### src/rtl/instruction_fetch_stage_pkg.sv
// Shared definitions for the instruction fetch stage: FSM state encodings,
// reset PC default, NOP encoding and address alignment helper.
package instruction_fetch_stage_pkg;

    typedef enum logic [1:0] {
        S_FETCH   = 2'd0,
        S_STALLED = 2'd1,
        S_DISCARD = 2'd2
    } if_state_t;

    localparam logic [31:0] RESET_PC_DEFAULT = 32'h0000_0000;
    localparam logic [31:0] NOP_INSTR        = 32'h0000_0000;
    localparam logic [31:0] PC_STEP          = 32'd4;

    function automatic logic [31:0] align_pc(input logic [31:0] addr);
        return {addr[31:2], 2'b00};
    endfunction

endpackage

### src/rtl/instruction_fetch_stage_skid.sv
// One-entry skid buffer that parks a fetched instruction while decode stalls.
// Clear wins over load so a redirect always empties the entry.
module fetch_skid
    import instruction_fetch_stage_pkg::*;
(
    input  logic        clk,
    input  logic        reset,
    input  logic        load,
    input  logic        clear,
    input  logic        pop,
    input  logic [31:0] load_instr,
    input  logic [31:0] load_pc4,
    output logic        valid,
    output logic [31:0] instr,
    output logic [31:0] pc4
);

    always_ff @(posedge clk) begin
        if (reset || clear) begin
            valid <= 1'b0;
            instr <= NOP_INSTR;
            pc4   <= 32'h0;
        end else if (load) begin
            valid <= 1'b1;
            instr <= load_instr;
            pc4   <= load_pc4;
        end else if (pop) begin
            valid <= 1'b0;
        end
    end

endmodule

### src/rtl/instruction_fetch_stage.sv
// Instruction fetch stage: PC sequencing, IF/ID register, skid buffer for
// decode back-pressure and squashing of responses after a redirect.
//
// state     | meaning
// ----------+-----------------------------------------------------------
// S_FETCH   | requesting the word at pc; response goes to IF/ID or skid
// S_STALLED | skid holds the word fetched while decode stalled; no request
// S_DISCARD | a redirect arrived mid-request; drop that response, then pend_pc
module instruction_fetch_stage
    import instruction_fetch_stage_pkg::*;
#(
    parameter logic [31:0] RESET_PC = RESET_PC_DEFAULT,
    parameter int unsigned CNT_W    = 32
) (
    input  logic             clk,
    input  logic             reset,
    output logic             imem_req,
    output logic [31:0]      imem_addr,
    input  logic             imem_ready,
    input  logic [31:0]      imem_rdata,
    input  logic             id_stall,
    input  logic             redirect_valid,
    input  logic [31:0]      redirect_pc,
    output logic             ifid_valid,
    output logic [31:0]      ifid_instr,
    output logic [31:0]      ifid_pc4,
    output logic [CNT_W-1:0] fetch_count
);

    if_state_t        state, state_n;
    logic [31:0]      pc, pc_n;
    logic [31:0]      pend_pc, pend_pc_n;
    logic             ifid_valid_n;
    logic [31:0]      ifid_instr_n;
    logic [31:0]      ifid_pc4_n;
    logic [CNT_W-1:0] count_n;

    logic             skid_load, skid_clear, skid_pop;
    logic             skid_valid;
    logic [31:0]      skid_instr, skid_pc4;

    logic [31:0]      redirect_tgt;
    logic [31:0]      pc_plus4;

    assign redirect_tgt = align_pc(redirect_pc);
    assign pc_plus4     = pc + PC_STEP;

    fetch_skid u_skid (
        .clk        (clk),
        .reset      (reset),
        .load       (skid_load),
        .clear      (skid_clear),
        .pop        (skid_pop),
        .load_instr (imem_rdata),
        .load_pc4   (pc_plus4),
        .valid      (skid_valid),
        .instr      (skid_instr),
        .pc4        (skid_pc4)
    );

    always_ff @(posedge clk) begin
        if (reset) begin
            state       <= S_FETCH;
            pc          <= align_pc(RESET_PC);
            pend_pc     <= 32'h0;
            ifid_valid  <= 1'b0;
            ifid_instr  <= NOP_INSTR;
            ifid_pc4    <= 32'h0;
            fetch_count <= '0;
        end else begin
            state       <= state_n;
            pc          <= pc_n;
            pend_pc     <= pend_pc_n;
            ifid_valid  <= ifid_valid_n;
            ifid_instr  <= ifid_instr_n;
            ifid_pc4    <= ifid_pc4_n;
            fetch_count <= count_n;
        end
    end

    always_comb begin
        state_n      = state;
        pc_n         = pc;
        pend_pc_n    = pend_pc;
        ifid_valid_n = ifid_valid;
        ifid_instr_n = ifid_instr;
        ifid_pc4_n   = ifid_pc4;
        count_n      = fetch_count;
        skid_load    = 1'b0;
        skid_clear   = 1'b0;
        skid_pop     = 1'b0;
        imem_req     = (state != S_STALLED);
        imem_addr    = pc;

        // A redirect always leaves a bubble in IF/ID and empties the skid.
        if (redirect_valid) begin
            ifid_valid_n = 1'b0;
            ifid_instr_n = NOP_INSTR;
            skid_clear   = 1'b1;
        end

        case (state)
            S_FETCH: begin
                if (redirect_valid) begin
                    if (imem_ready) begin
                        pc_n = redirect_tgt;
                    end else begin
                        pend_pc_n = redirect_tgt;
                        state_n   = S_DISCARD;
                    end
                end else if (imem_ready) begin
                    pc_n = pc_plus4;
                    if (id_stall) begin
                        skid_load = 1'b1;
                        state_n   = S_STALLED;
                    end else begin
                        ifid_valid_n = 1'b1;
                        ifid_instr_n = imem_rdata;
                        ifid_pc4_n   = pc_plus4;
                        count_n      = fetch_count + CNT_W'(1);
                    end
                end else if (!id_stall) begin
                    ifid_valid_n = 1'b0;
                    ifid_instr_n = NOP_INSTR;
                end
            end

            S_STALLED: begin
                if (redirect_valid) begin
                    pc_n    = redirect_tgt;
                    state_n = S_FETCH;
                end else if (!id_stall) begin
                    ifid_valid_n = skid_valid;
                    ifid_instr_n = skid_instr;
                    ifid_pc4_n   = skid_pc4;
                    skid_pop     = 1'b1;
                    count_n      = fetch_count + CNT_W'(1);
                    state_n      = S_FETCH;
                end
            end

            S_DISCARD: begin
                ifid_valid_n = 1'b0;
                ifid_instr_n = NOP_INSTR;
                if (imem_ready) begin
                    pc_n    = redirect_valid ? redirect_tgt : pend_pc;
                    state_n = S_FETCH;
                end else if (redirect_valid) begin
                    pend_pc_n = redirect_tgt;
                end
            end

            default: begin
                state_n = S_FETCH;
            end
        endcase
    end

endmodule
### config.mk
export PLATFORM = sky130hd
export DESIGN_NAME = instruction_fetch_stage
export DESIGN_NICKNAME = d
export VERILOG_FILES = /design/src/rtl/instruction_fetch_stage_pkg.sv /design/src/rtl/instruction_fetch_stage_skid.sv /design/src/rtl/instruction_fetch_stage.sv
export SDC_FILE = /design/constraint.sdc
export NUM_CORES = 1
export LEC_CHECK = 0
export CORE_MARGIN = 10
export CORE_UTILIZATION = 24
export CTS_CLUSTER_SIZE = 10
export DETAILED_ROUTE_END_ITERATION = 10
export MAX_ROUTING_LAYER = met4
export PLACE_DENSITY = 0.42
export SLEW_MARGIN = 30
export SYNTH_ARGS = -nofsm -noshare
export SYNTH_HDL_FRONTEND = slang
export SYNTH_HIERARCHICAL = 1
export SYNTH_SLANG_ARGS = --single-unit
### constraint.sdc
create_clock -name clk -period 2.37 [get_ports clk]
set_clock_uncertainty 0.2 [all_clocks]
set_input_delay 0.237 -clock clk [delete_from_list [all_inputs] [get_ports clk]]
set_output_delay 0.237 -clock clk [all_outputs]
set_load 0.1 [all_outputs]
==> impl_results.md <==
* Status: finished, final reports clean
* Peak VDD IR at 0.0005071 V
* P&R area growth vs syn at 37.92%
* Port bufs at 196
* Fin Setup TNS at 0 ns
* Critical path's largest stage delay at 0.34 ns
* Nets at 1,637
* Number of synthesized flops with an enable pin at 0
* DR WL/cell at 19.61 um
* Top-area cell type share of the netlist area at 0.4066
* Vias in the first global route at approximately 11,000
* Max cap viols at 0
* R2R setup slack at 0.1 ns
* Worst Path Arrival at around 1.8 ns
* Die area at roughly 0.056 sq mm
* Starting DRC count in detailed routing at 670
* R2R depth at 7
* Total track usage at 0.1511
* Hold EP: pend_pc[15]
* Critical path's slowest cell: dfxtp_1
* Final wirelength at 43,020 um
* Clk root buf: clkbuf_16
* Worst r2r src: state[0]
* Synthesis-stage register bit count at 228
* Class of the worst hold path: input port to flop
* Post-Synthesis Cells at around 1,300
* CTS H-tree depth at 1
* Hold_sp: redirect_pc[15]
* Post-synth ARST share at 0
* Final hold violation count at 0
* YS warnings at 6
* Clock sink count at roughly 230
* Commonest non-fill, non-tap cells in the layout: buf_4 (235), dfxtp_1 (174), nor2_1 (146)
* Final Cycle Share at 0.9586
* Leakage power at 5.807 nW
* I/O pin count at 199
* Delay-heaviest family, CP: buffers and inverters
* Num CTS Buffers at 30
* Max-slew violations at 0
* Final setup vio count at 0
* Worst Path Required at 1.93 ns
* Area after DPL at 0.01431 sq mm
* Max FO, Critical Path at 11
* CTS tree: yes
* Post-route DRC at 0
* Clock tree buffer depth at 3
* Vias/cell at 4.921
* DP HPWL at just over 30,000 um
* Synth Flop Type: dfxtp_1
* Die width at 236.3 um
* Avg Cell Area, Syn at 8.466 sq um
* Area leader, netlist: dfxtp_1
* Placer Congestion at 0.8099
* Core area at 0.04636 sq mm
* Layout cells sized above 1 at 0.2576
* Sequential fraction of the synthesis area at 0.4066
* Initial antenna violation count at 3
* Largest net degree at the start of global routing at 44
* Clock-pin slew on the worst setup and hold paths at 0.06 ns
* Fmax at 440.2 MHz
* Starting Density at 0.2422
* Die height at 236.3 um
* Final Critical Period at between 2 and 2.5 ns
* Final Util at 0.3340
* Crit path launch type: flop
* Skew-Pair Late Insertion Delay at approximately 0.57 ns
* Endpoint class of the critical path: output pin
* PD cells at 763.8 mW/mm^2
* Worst-Margin Slew at 0.4986 ns
* Worst hold stages at 3
* WP buf/inv at 5
* First-pass DRT Iterations at 5
* FP Rows at 79
* Critical-path cell list: inv_2 -> ha_4 -> buf_4 -> inv_1 -> buf_8 -> buf_12
* GRT overflow at 0
* ANT nets after route at 0
* Synthesized cell area at 0.01123 sq mm
* Worst R2R End: imem_addr[21]
* Commonest non-fill, non-tap cell in the layout: buf_4
* Top cells by area, synth: dfxtp_1 (41%), mux2i_1 (6.7%), nor2_1 (4.9%)
* First-pass GRT wire length at 66,010 um
* Via count at 10,800
* Rel. slew slack at 0.6676
* Synth Net Count at 1,401
* Kind of critical path: flop to output pin
* Yosys cell types at 77
* Final Instance Area at 0.01548 sq mm
cells in the mapped netlist, types with 8 or more instances:
library cell,number
a2bb2oi_1,33
nand2b_1,13
buf_6,8
nand2_1,140
o211ai_1,11
and3_1,16
nand4_1,21
nor3_1,17
xor2_1,14
a22oi_1,50
or4_1,10
dfxtp_1,228
mux2i_1,75
nor2_1,146
a22o_1,41
a21oi_1,105
clkbuf_1,87
a221oi_1,10
a31o_2,9
or3_1,13
o21ai_0,42
nand3_1,40
inv_1,18
buf_2,11
o31ai_1,13
xnor2_1,23
worst max path at each step:
stage | from | endpoint | slack (ns) | cells after the start
6_report | state[1] | imem_req | 0.1 | 6
5_1_grt | imem_addr[9] | u_skid/pc4[29] | -0.003 | 7
4_1_cts | state[1] | fetch_count[31] | 0.007 | 8
3_5_place_dp | imem_ready | fetch_count[28] | -0.18 | 6
3_3_place_gp | imem_ready | imem_addr[8] | -0.20 | 7
2_1_floorplan | fetch_count[0] | fetch_count[26] | 0.002 | 7
power breakdown:
group | leakage (nW) | internal (mW) | switching (mW)
combinational | 3.43 | 0.956 | 1.95
clock | 0.496 | 2.88 | 1.80
sequential | 1.88 | 4.01 | 0.226
registers in the layout, indices dropped and copies added, names as in the netlist:
name	flops
fetch_count	32
ifid_instr	32
ifid_pc4	32
ifid_valid	1
imem_addr	32
pend_pc	32
state	2
u_skid/instr	32
u_skid/pc4	32
u_skid/valid	1
area by class of cell:
type / instances / area [sq um]
clock buffer: 49 / 934.6
antenna: 3 / 7.507
fill: 4885 / 30880
inverter: 21 / 78.83
tap: 607 / 759.5
multi-input combinational: 962 / 6205
clock inverter: 5 / 75.07
timing repair buffer: 319 / 2743
sequential: 228 / 4679
metrics by stage:
stage | hold slack, ns | instances | power (mW) | setup slack, ns
after floorplan | 0.1730 | 1326 | 6.132 | 0.001952
after global placement | 0.2398 | 2130 | 7.206 | -0.1984
after detailed placement | 0.2465 | 2130 | 7.216 | -0.1818
after CTS | 0.02532 | 2189 | 12.00 | 0.007092
after global routing | 0.06020 | 2194 | 12.33 | -0.003277
final | 0.05565 | 2194 | 11.82 | 0.09822
logic make-up (layout without fill, tap and decap cells):
family | Yosys count | in the layout | share of synthesized area
adder cells (fa/ha/maj) | 6 | 6 | 0.006687
flip-flops | 228 | 228 | 0.4066
AO/OA/AOI/OAI | 372 | 372 | 0.2311
other | 0 | 3 | 0
AND/OR/NAND/NOR | 465 | 465 | 0.1995
buffers and inverters | 136 | 394 | 0.05339
XOR/XNOR | 37 | 37 | 0.02887
multiplexers | 82 | 82 | 0.07390
worst min-delay path, cell delays in order:
cell             delay [ns]
clkdlybuf4s50_1        0.42
nand2_1                0.07
a21oi_1                0.05
timing repair:
| action | CTS | global route |
|---|---|---|
| gates cloned | 1 | 0 |
| hold endpoints to repair | 8 | 0 |
| endpoints found under the setup margin | 10 | 28 |
| gates resized for setup | 12 | 12 |
| hold buffers | 1 | 0 |
| pin swaps | 2 | 3 |
| buffers inserted | 3 | 2 |
layer usage:
metal | GRT usage | wire [um] | vias up
li1 | - | - | 5308
met3 | 0.02313 | 1645 | 69
met4 | 0.04710 | 1356 | 0
met2 | 0.2361 | 19690 | 241
met1 | 0.1969 | 20330 | 5178
met5 | - | 0 | -
(Power assumes the default switching activity.)
